--- config.mk ---
export PLATFORM = sky130hd
export DESIGN_NAME = fb_pixel_writer
export DESIGN_NICKNAME = d
export VERILOG_FILES = /design/src/rtl/gpu_pkg.sv /design/src/rtl/gpu_sync_fifo.sv /design/src/rtl/fb_pixel_writer.sv
export SDC_FILE = /design/constraint.sdc
export NUM_CORES = 1
export LEC_CHECK = 0
export ABC_AREA = 1
export BUFFER_PORTS_ARGS = -buffer_cell sky130_fd_sc_hd__buf_2
export CORE_MARGIN = 2
export CORE_UTILIZATION = 45
export DETAILED_ROUTE_END_ITERATION = 10
export PLACE_DENSITY_LB_ADDON = 0.08
export SYNTH_ARGS = -nofsm -noshare
export SYNTH_HDL_FRONTEND = slang
export SYNTH_SLANG_ARGS = --single-unit
--- constraint.sdc ---
create_clock -name clk -period 7.5 [get_ports clk]
set_clock_uncertainty 0.05 [all_clocks]
set_input_delay 1.125 -clock clk [delete_from_list [all_inputs] [get_ports clk]]
set_output_delay 1.125 -clock clk [all_outputs]
set_load 0.005 [all_outputs]
--- src/rtl/gpu_pkg.sv ---
// Shared types and helpers for the GPU framebuffer write path.
package gpu_pkg;

   localparam int unsigned FB_ADDR_WIDTH  = 20;
   localparam int unsigned COMP_MAX_WIDTH = 64;

   // Packed RGBA8888 pixel, red in the low byte.
   typedef struct packed {
      logic [7:0] a;
      logic [7:0] b;
      logic [7:0] g;
      logic [7:0] r;
   } rgba8888_t;

   // One framebuffer write: word address plus packed pixel.
   typedef struct packed {
      logic [FB_ADDR_WIDTH-1:0] addr;
      rgba8888_t                data;
   } fb_wr_t;

   // Fixed-point colour component to unsigned 8 bits: negative -> 0, clamp at 255.
   function automatic logic [7:0] sat_to_u8(input logic signed [COMP_MAX_WIDTH-1:0] c,
                                            input int unsigned frac_bits);
      logic [COMP_MAX_WIDTH-1:0] v;
      if (c < 0) return 8'd0;
      v = $unsigned(c) >> (frac_bits - 32'd8);
      if (v > COMP_MAX_WIDTH'(255)) return 8'hFF;
      return v[7:0];
   endfunction

endpackage

--- src/rtl/gpu_sync_fifo.sv ---
// Synchronous first-word-fall-through FIFO; push while full is allowed with a same-cycle pop.
module gpu_sync_fifo #(
   parameter int unsigned WIDTH = 32,
   parameter int unsigned DEPTH = 8
) (
   input  logic                     clk,
   input  logic                     rst_n,
   input  logic                     push,
   input  logic [WIDTH-1:0]         push_data,
   input  logic                     pop,
   output logic [WIDTH-1:0]         head_data_c,
   output logic                     full,
   output logic                     empty,
   output logic [$clog2(DEPTH):0]   count
);

   localparam int unsigned PTR_W = $clog2(DEPTH);
   localparam int unsigned CNT_W = PTR_W + 1;

   logic [WIDTH-1:0] mem [DEPTH];
   logic [PTR_W-1:0] wr_ptr;
   logic [PTR_W-1:0] rd_ptr;
   logic             do_push;
   logic             do_pop;
   logic [CNT_W-1:0] count_next;

   assign do_pop      = pop && !empty;
   assign do_push     = push && (!full || do_pop);
   assign count_next  = count + CNT_W'(do_push) - CNT_W'(do_pop);
   assign head_data_c = mem[rd_ptr];

   // Storage array; contents are don't-care while empty, so no reset.
   always_ff @(posedge clk) begin
      if (do_push) mem[wr_ptr] <= push_data;
   end

   // Pointers, occupancy and registered full/empty flags.
   always_ff @(posedge clk or negedge rst_n) begin
      if (!rst_n) begin
         wr_ptr <= '0;
         rd_ptr <= '0;
         count  <= '0;
         full   <= 1'b0;
         empty  <= 1'b1;
      end else begin
         if (do_push) wr_ptr <= wr_ptr + PTR_W'(1);
         if (do_pop)  rd_ptr <= rd_ptr + PTR_W'(1);
         count <= count_next;
         full  <= (count_next == CNT_W'(DEPTH));
         empty <= (count_next == '0);
      end
   end

endmodule

--- src/rtl/fb_pixel_writer.sv ---
// Terminates the shader pixel stream: clip, convert to RGBA8888, buffer, write to framebuffer.
module fb_pixel_writer
   import gpu_pkg::*;
#(
   parameter int unsigned DATA_WIDTH      = 32,
   parameter int unsigned VEC_SIZE        = 4,
   parameter int unsigned CORD_WIDTH      = 10,
   parameter int unsigned COLOR_FRAC_BITS = 8,
   parameter int unsigned FB_WIDTH        = 640,
   parameter int unsigned FB_HEIGHT       = 480,
   parameter int unsigned ADDR_WIDTH      = 20,
   parameter int unsigned FIFO_DEPTH      = 8
) (
   input  logic                           clk,
   input  logic                           rst_n,
   input  logic                           i_pixel_valid,
   input  logic [CORD_WIDTH-1:0]          i_pixel_x,
   input  logic [CORD_WIDTH-1:0]          i_pixel_y,
   input  logic [VEC_SIZE*DATA_WIDTH-1:0] i_pixel_color,
   output logic                           o_fb_wr_valid,
   input  logic                           i_fb_wr_ready,
   output logic [ADDR_WIDTH-1:0]          o_fb_wr_addr,
   output logic [31:0]                    o_fb_wr_data,
   output logic                           o_fifo_almost_full,
   output logic                           o_overflow,
   input  logic                           i_clear_overflow,
   output logic [15:0]                    o_clip_count
);

   localparam int unsigned CNT_W   = $clog2(FIFO_DEPTH) + 1;
   localparam int unsigned ENTRY_W = $bits(fb_wr_t);

   // Parameter combinations this datapath cannot honour.
   if (VEC_SIZE != 4 || COLOR_FRAC_BITS < 8 || ADDR_WIDTH != FB_ADDR_WIDTH ||
       DATA_WIDTH > COMP_MAX_WIDTH) begin : g_bad_params
      $error("fb_pixel_writer: unsupported parameter combination");
   end

   logic signed [31:0] x_ext;
   logic signed [31:0] y_ext;
   logic               in_range;
   logic               pix_ok;
   logic               pix_clip;
   logic [7:0]         chan [VEC_SIZE];
   fb_wr_t             push_entry;
   fb_wr_t             head_entry;
   logic [ENTRY_W-1:0] head_raw;
   logic               fifo_push;
   logic               fifo_pop;
   logic               fifo_full;
   logic               fifo_empty;
   logic [CNT_W-1:0]   fifo_count;
   logic [CNT_W-1:0]   occ_next;
   logic               drop;

   // Clip test on sign-extended coordinates.
   assign x_ext    = 32'($signed(i_pixel_x));
   assign y_ext    = 32'($signed(i_pixel_y));
   assign in_range = (x_ext >= 0) && (y_ext >= 0) &&
                     ($unsigned(x_ext) < FB_WIDTH) && ($unsigned(y_ext) < FB_HEIGHT);
   assign pix_ok   = i_pixel_valid && in_range;
   assign pix_clip = i_pixel_valid && !in_range;

   // Per-component saturation to 8 bits.
   for (genvar i = 0; i < VEC_SIZE; i++) begin : g_chan
      assign chan[i] = sat_to_u8(COMP_MAX_WIDTH'($signed(i_pixel_color[i*DATA_WIDTH +: DATA_WIDTH])),
                                 COLOR_FRAC_BITS);
   end

   // Entry written into the FIFO: linear address plus packed colour.
   always_comb begin
      push_entry        = '0;
      push_entry.addr   = FB_ADDR_WIDTH'($unsigned(y_ext) * FB_WIDTH + $unsigned(x_ext));
      push_entry.data.r = chan[0];
      push_entry.data.g = chan[1];
      push_entry.data.b = chan[2];
      push_entry.data.a = chan[3];
   end

   // A full FIFO still accepts when its head leaves in the same cycle.
   assign fifo_pop  = !fifo_empty && i_fb_wr_ready;
   assign fifo_push = pix_ok && (!fifo_full || fifo_pop);
   assign drop      = pix_ok && fifo_full && !fifo_pop;
   assign occ_next  = fifo_count + CNT_W'(fifo_push) - CNT_W'(fifo_pop);

   gpu_sync_fifo #(
      .WIDTH (ENTRY_W),
      .DEPTH (FIFO_DEPTH)
   ) u_fifo (
      .clk         (clk),
      .rst_n       (rst_n),
      .push        (fifo_push),
      .push_data   (push_entry),
      .pop         (fifo_pop),
      .head_data_c (head_raw),
      .full        (fifo_full),
      .empty       (fifo_empty),
      .count       (fifo_count)
   );

   // Write port presents the FIFO head; payload forced to zero when nothing is queued.
   assign head_entry    = head_raw;
   assign o_fb_wr_valid = !fifo_empty;
   assign o_fb_wr_addr  = fifo_empty ? '0 : ADDR_WIDTH'(head_entry.addr);
   assign o_fb_wr_data  = fifo_empty ? '0 : head_entry.data;

   // Sticky overflow (a drop beats a clear), clip counter and almost-full flag.
   always_ff @(posedge clk or negedge rst_n) begin
      if (!rst_n) begin
         o_overflow         <= 1'b0;
         o_clip_count       <= '0;
         o_fifo_almost_full <= 1'b0;
      end else begin
         if (drop)                  o_overflow <= 1'b1;
         else if (i_clear_overflow) o_overflow <= 1'b0;
         if (pix_clip && (o_clip_count != 16'hFFFF)) o_clip_count <= o_clip_count + 16'd1;
         o_fifo_almost_full <= (occ_next >= CNT_W'(FIFO_DEPTH - 1));
      end
   end

endmodule

==> results of run 1 <==
[synth_stat cells (4+ instances only)]
master	n
sky130_fd_sc_hd__nor2_1	461
sky130_fd_sc_hd__edfxtp_1	416
sky130_fd_sc_hd__o21ai_0	249
sky130_fd_sc_hd__nand2_1	151
sky130_fd_sc_hd__inv_1	52
sky130_fd_sc_hd__mux2i_1	52
sky130_fd_sc_hd__o22ai_1	52
sky130_fd_sc_hd__clkbuf_1	44
sky130_fd_sc_hd__ha_1	39
sky130_fd_sc_hd__dfrtp_1	29
sky130_fd_sc_hd__nand3_1	24
sky130_fd_sc_hd__o21ai_1	21
sky130_fd_sc_hd__xor2_1	20
sky130_fd_sc_hd__buf_2	18
sky130_fd_sc_hd__a21oi_1	11
sky130_fd_sc_hd__xnor2_1	10
sky130_fd_sc_hd__nor4_1	9
sky130_fd_sc_hd__buf_4	8
sky130_fd_sc_hd__buf_6	7
sky130_fd_sc_hd__nand3b_1	5
sky130_fd_sc_hd__buf_1	4
sky130_fd_sc_hd__buf_12	4
sky130_fd_sc_hd__fa_1	4
sky130_fd_sc_hd__nand4_1	4
sky130_fd_sc_hd__nor3_1	4
[state kept, by name, indices dropped and copies added, names as in the netlist]
signal / cells
o_fifo_almost_full: 1
o_overflow: 1
u_fifo.full: 1
u_fifo.rd_ptr: 3
u_fifo.wr_ptr: 3
u_fifo.mem: 416
o_clip_count: 16
u_fifo.count: 4
u_fifo.empty: 1
[metrics by stage]
step / cell area [um^2] / util
finish: 22830 / 0.5288
floorplan: 19760 / -
global placement: 21310 / 0.4937
CTS: 22830 / 0.5288
detailed placement: 21310 / 0.4937
global route: 22830 / 0.5288
[power by group]
part | total (W) | leakage, nW | switching, W | internal (W)
clock network | 0.00228 | 0.745 | 0.000934 | 0.00134
logic | 0.00252 | 3.65 | 0.00162 | 0.000894
registers | 0.00308 | 4.13 | 0.000158 | 0.00293
[layout make-up]
type | count | share of cell area
antenna | 1 | 0.0001096
inverter | 54 | 0.008988
tap | 585 | 0.03206
clock buffer | 57 | 0.05409
sequential | 446 | 0.5805
multi-input combinational | 1138 | 0.2578
timing repair buffer | 239 | 0.05415
clock inverter | 31 | 0.01233
[cells by family (layout without fill, tap and decap cells)]
| family | count (synthesis) | in the layout | synth area share |
|---|---|---|---|
| adder cells (fa/ha/maj) | 43 | 43 | 0.02875 |
| flip-flops | 446 | 446 | 0.6702 |
| AO/OA/AOI/OAI | 343 | 343 | 0.09149 |
| AND/OR/NAND/NOR | 670 | 670 | 0.1349 |
| multiplexers | 52 | 52 | 0.02634 |
| XOR/XNOR | 30 | 30 | 0.01330 |
| other | 0 | 1 | 0 |
| buffers and inverters | 139 | 381 | 0.03501 |
[worst min path at each step]
| stage | start | end | slack, ns | cells past startpoint |
|---|---|---|---|---|
| 2_1_floorplan | u_fifo.full | o_overflow | 0.43 | 2 |
| 3_3_place_gp | o_overflow | o_overflow | 0.46 | 2 |
| 3_5_place_dp | o_overflow | o_overflow | 0.48 | 2 |
| 4_1_cts | o_overflow | o_overflow | 0.49 | 2 |
| 5_1_grt | o_overflow | o_overflow | 0.53 | 2 |
| 6_report | o_overflow | o_overflow | 0.48 | 2 |
[critical path, cell delays in order, from the launching register on]
cell	delay, ns
sky130_fd_sc_hd__dfrtp_4	0.76
sky130_fd_sc_hd__inv_4	0.97
sky130_fd_sc_hd__buf_4	0.66
sky130_fd_sc_hd__o21ai_0	0.17
sky130_fd_sc_hd__o21ai_0	0.09
sky130_fd_sc_hd__o21ai_0	0.09
sky130_fd_sc_hd__nor2_1	0.23
sky130_fd_sc_hd__buf_2	0.15
[layer usage]
metal | up-vias | part of all wire | track usage
li1 | 6493 | - | -
met1 | 6398 | 0.44 | 0.2637
met2 | 292 | 0.49 | 0.3621
met3 | 69 | 0.049 | 0.03720
met4 | 4 | 0.020 | 0.05771
met5 | - | 0.00071 | 0
==> flow_summary.rst, run 1 <==
.. list-table::
   :header-rows: 1

   * - Metric
     - Value
   * - Chip height
     - 213.6 um
   * - Number of endpoints with negative hold slack in the final report
     - 0
   * - Area occupied by multi-input gates
     - 0.005886 mm^2
   * - Maximum number of pins on one net before global-route repair
     - 107
   * - Power density over cell area
     - approximately 350 mW/mm^2
   * - Quantity of hold-fixing buffers added after cts
     - 0
   * - Post-synth EDFFs
     - 416
   * - Final layout net count
     - 2122
   * - Gpl congestion
     - 0.8315
   * - Number of H-tree branching levels
     - 2
   * - Layout cells sized above 1
     - 0.1684
   * - Relative slew margins
     - 0.2063
   * - Clock tree from TritonCTS
     - built
   * - FF-to-FF setup slack
     - 3.71 ns
   * - Width of the chip
     - between 200 and 250 um
   * - HPWL after detailed placement
     - about 26 mm
   * - Pins over their slew limit
     - 0
   * - Final Total Pwr
     - 0.007880 W
   * - Worst slack at placement
     - between 3 and 4 ns
   * - Setup repair after global routing missed its margin
     - no
   * - Post-synthesis instance total
     - 1723
   * - Endpoint kind of the worst setup timing path
     - output port
   * - Leading area contributor after synthesis
     - sky130_fd_sc_hd__edfxtp_1
   * - Row count
     - 76
   * - Final std cells w/o fill
     - 2551
   * - Wire per inst
     - 18.22 um
   * - Port bufs
     - 223
   * - VDD IR-drop max
     - 0.0002018 V
   * - Portion of the post-synthesis area used by sequential elements
     - 0.6702
   * - I/O pin count
     - 224
   * - Crit start category
     - register
   * - Classification of the worst setup path
     - register to output port
   * - Synth area leaders
     - sky130_fd_sc_hd__edfxtp_1 63%, sky130_fd_sc_hd__nor2_1 8.8%, sky130_fd_sc_hd__o21ai_0 6.3%, sky130_fd_sc_hd__dfrtp_1 3.7%, sky130_fd_sc_hd__nand2_1 2.9%
   * - Total Die Area
     - between 0.04 and 0.05 mm^2
   * - Share of synthesized flip-flops with an asynchronous set or reset
     - 0.06726
   * - Tightest hold margin
     - 0.4818 ns
   * - Critical path peak fanout
     - 106
   * - Number of library cell types mapped by synthesis
     - 43
   * - Global-route wire length before repair
     - slightly above 70 mm
   * - Max-capacitance violation count
     - 0
   * - Transition time at the pin with the least slew margin
     - 1.191 ns
   * - Highest-count cells in the layout ignoring fill and taps
     - 453 x sky130_fd_sc_hd__nor2_1, 416 x sky130_fd_sc_hd__edfxtp_1, 249 x sky130_fd_sc_hd__o21ai_0
   * - Post-CTS clock slew at the launch and capture registers of the worst setup and hold paths
     - 0.06 ns
   * - Buffer type at the clock tree root
     - sky130_fd_sc_hd__clkbuf_16
   * - Initial antenna violation count
     - 4
   * - Number of global-route vias before repair
     - 12991
   * - Termination of the worst setup path
     - o_fb_wr_data[19]
   * - Count of state elements after synthesis
     - 446
   * - Worst-Skew Late Latency
     - 0.57 ns
   * - Fraction of synthesized cell area taken by the top area cell type
     - 0.6321
   * - Leak Pwr
     - 8.519 nW
   * - Syn avg cell area
     - 11.47 um^2
   * - Startpoint of the worst setup timing path
     - u_fifo.rd_ptr[0]
   * - Startpoint of the worst-slack reg-to-reg timing path
     - u_fifo.empty
   * - Data required time at the worst endpoint
     - roughly 6.3 ns
   * - Number of design-rule violations left by the first detailed-router iteration
     - 834
   * - Net count after synthesis
     - 1919
   * - Buffer depth of the longest clock path
     - 3
   * - Per-cell via count in the routed design
     - 5.196
   * - Run status
     - completed
   * - Min cycle time layout
     - 4.960 ns
   * - Worst R2R Path Depth
     - 9
   * - Final clock period utilization by the worst path
     - 0.6613
   * - Least setup slack across all paths after layout
     - 2.540 ns
   * - Fill cell total of the finished layout
     - 3838
   * - Post-detailed-route DRC marker count
     - 0
   * - Total wire length
     - 46.47 mm
   * - Number of iterations in the first detailed-routing pass
     - 4
   * - Maximum clock rate
     - between 0.2 and 0.25 GHz
   * - Most used DFF post-synth
     - sky130_fd_sc_hd__edfxtp_1
   * - Yosys Warn Count
     - 0
   * - Effective utilization at floorplan
     - 0.4577
   * - Layout overhead on the synthesized area
     - 15.53%
   * - Aggregate negative setup slack
     - 0 ns
   * - Number of buffers added for setup after CTS
     - 0
   * - Post-synthesis instance area
     - slightly below 0.02 mm^2
   * - Post-CTS Resized
     - 0
   * - Final setup violation count
     - 0
   * - Number of CTS-inserted buffers
     - 47
   * - GRT Util Overall
     - 0.2065
   * - Most frequent standard cell in the layout excluding fill and tap cells
     - sky130_fd_sc_hd__nor2_1
   * - Clock sink count
     - 446
   * - Number of nets with antenna violations after detailed routing
     - 0
   * - Count of vias placed by the detailed router
     - 13256
   * - Hold/Removal Path Class
     - register to register
   * - Critical register-to-register path endpoint
     - u_fifo.mem[1][33]
   * - Area of the placeable core
     - around 0.043 mm^2
   * - Seq. cell area
     - roughly 0.013 mm^2
   * - Dpl cells
     - 2462
   * - Data arrival, critical path
     - 3.78 ns
   * - Remaining global-route overflow
     - 0
(Power assumes the default switching activity.)
==> run 2, diff against run 1 <==
Clock period 7.5 ns to 4.8 ns, I/O delays scaled along.
==> run 2 against run 1 <==
Against the previous run:
- first-iteration DRC count grew 14%
- global-route usage is 0.21 points lower
- non-clock buffer count up 4
- combinational power grew 58%
- sequential power rose by 56%
- sequential share of layout area fell by 0.17 points
- final area is 0.30% higher
- utilization is 0.16 points higher
- critical path depth grew 1
- final cell count barely moved
- wire length down 1.5%
- clock power rose by 54%
==> flow_summary.rst, run 2 (same netlist as run 1, synthesis figures left out) <==
.. list-table::
   :header-rows: 1

   * - Metric
     - Value
   * - Run status
     - completed
   * - Number of buffers added for setup after CTS
     - 0
   * - Min cycle time layout
     - 3.942 ns
   * - Port bufs
     - around 220
   * - Power density over cell area
     - 535.5 mW/mm^2
   * - Effective utilization at floorplan
     - 0.4577
   * - Data arrival, critical path
     - roughly 3.2 ns
   * - Post-CTS Resized
     - 0
   * - Number of design-rule violations left by the first detailed-router iteration
     - 949
   * - Relative slew margins
     - 0.3887
   * - Buffer type at the clock tree root
     - sky130_fd_sc_hd__clkbuf_16
   * - Final setup violation count
     - 0
   * - Fill cell total of the finished layout
     - 3818
   * - Buffer depth of the longest clock path
     - 3
   * - Post-detailed-route DRC marker count
     - 0
   * - I/O pin count
     - 224
   * - Clock share of power
     - 0.285
   * - Gpl congestion
     - roughly 0.84
   * - Number of endpoints with negative hold slack in the final report
     - 0
   * - Layout cells sized above 1
     - 0.1684
   * - Area of the placeable core
     - 0.04317 mm^2
   * - Worst R2R Path Depth
     - 11
   * - Net Switching
     - 0.004212 W
   * - Maximum clock rate
     - 0.2537 GHz
   * - Fraction of power spent switching nets
     - 0.3435
   * - Remaining global-route overflow
     - 0
   * - Max-capacitance violation count
     - 0
   * - Part of the power in combinational logic
     - 0.324
   * - Critical path peak fanout
     - 75
   * - Hold/Removal Path Class
     - primary input to async pin
   * - Row count
     - 76
   * - Startpoint of the worst-slack reg-to-reg timing path
     - u_fifo.empty
   * - Cell Chain, Critical Path
     - buf_4 -> nor2_1 -> nor2_1 -> o21ai_0 -> o21ai_1 -> o21ai_0 -> nor2_1 -> buf_2
   * - Leak Pwr
     - 8.534 nW
   * - Delay of the slowest critical-path stage
     - 0.80 ns
   * - Worst slack at placement
     - 1.009 ns
   * - Number of H-tree branching levels
     - 2
   * - Maximum number of pins on one net before global-route repair
     - 107
   * - Cell repeated most along the worst path
     - sky130_fd_sc_hd__nor2_1
   * - Aggregate negative setup slack
     - 0 ns
   * - Standard cell with the maximum stage delay on the critical path
     - sky130_fd_sc_hd__buf_4
   * - Initial antenna violation count
     - 1
   * - Setup repair after global routing missed its margin
     - no
   * - Layout overhead on the synthesized area
     - 15.87%
   * - Chip height
     - 213.6 um
   * - Endpoint kind of the worst setup timing path
     - output port
   * - Number of CTS-inserted buffers
     - 48
   * - VDD IR-drop max
     - 0.0003254 V
   * - Least setup slack across all paths after layout
     - 0.8582 ns
   * - Number of nets with antenna violations after detailed routing
     - 0
   * - Total Die Area
     - 0.04561 mm^2
   * - Wire per inst
     - 17.94 um
   * - Crit start category
     - register
   * - Per-cell via count in the routed design
     - 5.206
   * - Transition time at the pin with the least slew margin
     - 0.9170 ns
   * - Flip-flop count of the largest register after layout
     - 416
   * - Final clock period utilization by the worst path
     - 0.8212
   * - Clock sink count
     - 446
   * - Count of vias placed by the detailed router
     - ~13000
   * - Global-route wire length before repair
     - a little over 70 mm
   * - Clock tree from TritonCTS
     - built
   * - Post-CTS clock slew at the launch and capture registers of the worst setup and hold paths
     - 0.06 ns
   * - Number of iterations in the first detailed-routing pass
     - 5
   * - Largest registers in the final layout
     - u_fifo.mem x416, o_clip_count x16, u_fifo.count x4
   * - Total wire length
     - about 46 mm
   * - Reg power frac
     - 0.391
   * - Most frequent standard cell in the layout excluding fill and tap cells
     - sky130_fd_sc_hd__nor2_1
   * - Width of the chip
     - 213.6 um
   * - GRT Util Overall
     - 0.2044
   * - Number of global-route vias before repair
     - 13109
   * - Pins over their slew limit
     - 0
   * - Data required time at the worst endpoint
     - 4.03 ns
   * - Antenna Cells
     - 0
   * - Classification of the worst setup path
     - register to output port
   * - Final layout net count
     - 2127
   * - Worst-Skew Late Latency
     - between 0.5 and 0.6 ns
   * - Highest-count cells in the layout ignoring fill and taps
     - 453 x sky130_fd_sc_hd__nor2_1, 416 x sky130_fd_sc_hd__edfxtp_1, 249 x sky130_fd_sc_hd__o21ai_0
   * - Internal Dissipation
     - 0.008050 W
   * - Quantity of hold-fixing buffers added after cts
     - 0
   * - Largest reg by FF count
     - u_fifo.mem
   * - FF-to-FF setup slack
     - about 2.2 ns
   * - HPWL after detailed placement
     - ~26 mm
   * - Critical register-to-register path endpoint
     - u_fifo.empty
run 2: cell types whose count changed in the layout (fill, tap and decap cells not counted), sizes merged:
cell      before  now
inv           55   54
clkinv        25   17
clkbuf        57   63
diode          1    0
bufinv         5    3
buf          239  243
clkinvlp       0    1
run 2: worst max path at each step:
stage	to	slack, ns	cells after the start	startpoint
after floorplan	u_fifo.mem[0][0]	0.56	5	i_pixel_x[9]
after global routing	o_fb_wr_addr[19]	0.64	6	u_fifo.rd_ptr[0]
after global placement	u_fifo.mem[7][51]	1.08	17	i_pixel_y[1]
after detailed placement	u_fifo.mem[1][51]	1.01	17	i_pixel_y[1]
after CTS	o_fb_wr_addr[19]	0.83	6	u_fifo.rd_ptr[0]
final	o_fb_wr_addr[10]	0.86	8	u_fifo.rd_ptr[0]
run 2: worst max-delay path: cells and delay by family, from the launching register on:
kind	cells	cell delay (ns)
compound gates	3	0.27
buf+inv	2	1.00
flops	1	0.70
simple gates	3	0.60
run 2: power by group through the flow:
stage | Clock, W | Sequential [W] | Combinational, W
3_3_place_gp | 0 | 0.00487 | 0.00398
5_1_grt | 0.00372 | 0.00483 | 0.00452
4_1_cts | 0.00357 | 0.00480 | 0.00404
2_1_floorplan | 0 | 0.00473 | 0.00282
6_report | 0.00350 | 0.00479 | 0.00397
3_5_place_dp | 0 | 0.00488 | 0.00402
run 2: layer usage:
metal,vias up,wire length [um],global-route usage
met1,6414,20920,0.2792
li1,6476,-,-
met2,329,21700,0.3442
met4,0,834,0.05699
met5,-,0,0
met3,57,2290,0.02827
run 2: per-stage QoR:
| step | hold slack (ns) | utilization | area (um^2) | power, W | std cells |
|---|---|---|---|---|---|
| CTS | 0.1461 | 0.5304 | 22900 | 0.01241 | 2550 |
| detailed placement | 0.4679 | 0.4961 | 21420 | 0.008899 | 2466 |
| finish | 0.1465 | 0.5304 | 22900 | 0.01226 | 2550 |
| global placement | 0.4578 | 0.4961 | 21420 | 0.008853 | 2466 |
| global route | 0.1959 | 0.5304 | 22900 | 0.01306 | 2550 |
| floorplan | 0.3744 | - | 19760 | 0.007549 | 1723 |
run 2: cell type report:
| cell class | instances | area [um^2] | share of cell area |
|---|---|---|---|
| Sequential cell | 446 | 13250 | 0.5788 |
| Inverter | 54 | 205.2 | 0.008961 |
| Clock buffer | 63 | 1300 | 0.05677 |
| Clock inverter | 21 | 181.4 | 0.007923 |
| Timing Repair Buffer | 243 | 1341 | 0.05858 |
| Tap cell | 585 | 732.0 | 0.03197 |
| Multi-Input combinational cell | 1138 | 5886 | 0.2570 |
==> run 3, diff against run 2 <==
Clock period 4.8 ns to 3.5 ns, I/O delays scaled along.
==> run 3 against run 2 <==
Against the previous run:
- sequential share of layout area down 1.2 points
- clock-buffer cell count down 1
- non-clock buffer count up 23
- global-route usage down 0.43 points
- final cell count up 1.1%
- final area up 2.0%
- sequential power up 36%
- first-iteration DRC count down 21%
- critical path type unchanged
- critical endpoint unchanged
- largest cell class unchanged
==> flow_summary.rst, run 3 (same netlist as run 1, synthesis figures left out) <==
.. list-table::
   :header-rows: 1

   * - Metric
     - Value
   * - Global-route wire length before repair
     - 69.86 mm
   * - Clock sink count
     - 446
   * - Tightest hold margin
     - 0.1045 ns
   * - Fill cell total of the finished layout
     - 3756
   * - Least setup slack across all paths after layout
     - 0.1448 ns
   * - GRT Util Overall
     - 0.2002
   * - Chip height
     - 213.6 um
   * - Antenna Cells
     - 0
   * - Layout overhead on the synthesized area
     - 18.23%
   * - Largest reg by FF count
     - u_fifo.mem
   * - Layout cells sized above 1
     - 0.1822
   * - Pins over their slew limit
     - 0
   * - Seq. cell area
     - 0.01325 mm^2
   * - Flip-flop count of the largest register after layout
     - 416
   * - Most frequent standard cell in the layout excluding fill and tap cells
     - sky130_fd_sc_hd__nor2_1
   * - Setup repair after global routing missed its margin
     - no
   * - Buffer depth of the longest clock path
     - 3
   * - Total Die Area
     - about 0.046 mm^2
   * - Final layout net count
     - about 2200
   * - Port bufs
     - 223
   * - Leak Pwr
     - 8.759 nW
   * - Final Total Pwr
     - 0.01730 W
   * - Number of H-tree branching levels
     - 2
   * - Transition time at the pin with the least slew margin
     - 0.8747 ns
   * - Power density over cell area
     - around 740 mW/mm^2
   * - Number of nets with antenna violations after detailed routing
     - 0
   * - Worst slack at placement
     - -0.03608 ns
   * - Number of buffers and inverters on the critical path
     - 2
   * - Post-CTS clock slew at the launch and capture registers of the worst setup and hold paths
     - 0.06 ns
   * - Relative slew margins
     - 0.4169
   * - Area occupied by multi-input gates
     - 0.005886 mm^2
   * - Maximum number of pins on one net before global-route repair
     - 126
   * - Run status
     - completed
   * - Cell class contributing the biggest share of worst-path delay
     - flip-flops
   * - Maximum clock rate
     - 0.2980 GHz
   * - Width of the chip
     - 213.6 um
   * - Final std cells w/o fill
     - 2577
   * - Cell repeated most along the worst path
     - sky130_fd_sc_hd__nor2_1
   * - Largest registers in the final layout
     - u_fifo.mem x416, o_clip_count x16, u_fifo.count x4
   * - Remaining global-route overflow
     - 0
   * - Data arrival, critical path
     - around 2.8 ns
   * - Wire per inst
     - 17.63 um
   * - Number of iterations in the first detailed-routing pass
     - 4
   * - Row count
     - 76
   * - Area of the placeable core
     - 0.04317 mm^2
   * - Endpoint kind of the worst setup timing path
     - output port
   * - Effective utilization at floorplan
     - 0.4577
   * - Number of global-route vias before repair
     - 12807
   * - Standard cell with the maximum stage delay on the critical path
     - sky130_fd_sc_hd__dfrtp_4
   * - Number of design-rule violations left by the first detailed-router iteration
     - 753
   * - Highest-count cells in the layout ignoring fill and taps
     - 453 x sky130_fd_sc_hd__nor2_1, 416 x sky130_fd_sc_hd__edfxtp_1, 249 x sky130_fd_sc_hd__o21ai_0
   * - Final clock period utilization by the worst path
     - 0.9586
   * - Number of CTS-inserted buffers
     - 48
   * - Crit start category
     - register
   * - Count of vias placed by the detailed router
     - 13276
   * - Initial antenna violation count
     - 2
   * - HPWL after detailed placement
     - 26.45 mm
   * - Data required time at the worst endpoint
     - 2.92 ns
   * - Number of endpoints with negative hold slack in the final report
     - 0
   * - I/O pin count
     - 224
   * - Per-cell via count in the routed design
     - 5.152
   * - Hold/Removal Path Class
     - primary input to register
   * - Post-detailed-route DRC marker count
     - 0
   * - Gpl congestion
     - 0.8358
   * - Max-capacitance violation count
     - 0
   * - Classification of the worst setup path
     - register to output port
   * - Worst-Skew Late Latency
     - 0.56 ns
   * - Clock tree from TritonCTS
     - built
   * - Final setup violation count
     - 0
   * - Delay of the slowest critical-path stage
     - roughly 0.64 ns
   * - Critical path peak fanout
     - 125
   * - Number of buffers added for setup after CTS
     - 0
   * - VDD IR-drop max
     - roughly 0.00045 V
   * - Total wire length
     - 45.43 mm
   * - Dpl cells
     - roughly 2500
   * - Min cycle time layout
     - 3.355 ns
   * - Buffer type at the clock tree root
     - sky130_fd_sc_hd__clkbuf_16
   * - Cell Chain, Critical Path
     - buf_16 -> nor2_1 -> nor2_1 -> o21ai_0 -> o21ai_1 -> o21ai_0 -> nor2_1 -> buf_2
-- run 3: cell count changes in the layout (fill, tap and decap cells not counted), moves of 4 or more --
cell	delta
sky130_fd_sc_hd__buf_12	+11
sky130_fd_sc_hd__clkinv_1	-5
sky130_fd_sc_hd__clkinv_2	+4
sky130_fd_sc_hd__buf_4	+10
sky130_fd_sc_hd__bufinv_16	+4
-- run 3: where the power goes --
group	leakage [nW]	total, W	switching, W	internal [W]
registers	4.13	0.00653	0.000262	0.00627
clock network	0.788	0.00515	0.00202	0.00313
logic	3.84	0.00562	0.00352	0.00210
-- run 3: final timing paths --
check                                  from          endpoint  slack, ns  cells after the start
max                        u_fifo.rd_ptr[0]  o_fb_wr_addr[10]       0.14                      8
min                        i_clear_overflow        o_overflow       0.10                      2
max reg2reg                    u_fifo.empty       u_fifo.full       0.86                     11
min reg2reg                     u_fifo.full        o_overflow       0.47                      2
max in group asynchronous             rst_n  u_fifo.rd_ptr[1]       2.37                      2
min in group asynchronous             rst_n   o_clip_count[9]       0.50                      2
-- run 3: stage by stage --
stage / TNS, ns / utilization / instance area, um^2
6_report: 0 / 0.5412 / 23360
5_1_grt: 0 / 0.5412 / 23360
4_1_cts: 0 / 0.5410 / 23360
3_5_place_dp: -0.2880 / 0.5034 / 21730
3_3_place_gp: 0 / 0.5034 / 21730
2_1_floorplan: -113.19 / - / 19770
-- run 3: repair_timing --
item | 4_1_cts | 5_1_grt
hold endpoints to repair | 29 | 0
hold buffers | 1 | 0
endpoints found under the setup margin | 0 | 1
resized for setup | 0 | 1
-- run 3: cell type report --
| class | instances | area share |
|---|---|---|
| clock inverter | 26 | 0.01366 |
| multi-input combinational | 1138 | 0.2519 |
| inverter | 54 | 0.008782 |
| timing repair buffer | 266 | 0.07165 |
| clock buffer | 62 | 0.05548 |
| tap | 585 | 0.03133 |
| sequential | 446 | 0.5672 |
-- run 3: metal layers --
metal  part of all wire  vias up  global-route usage
met5            0.00024        -                   0
li1                   -     6555                   -
met1               0.46     6361              0.2770
met3              0.048       45             0.02783
met4              0.015        2             0.05244
met2               0.48      313              0.3344
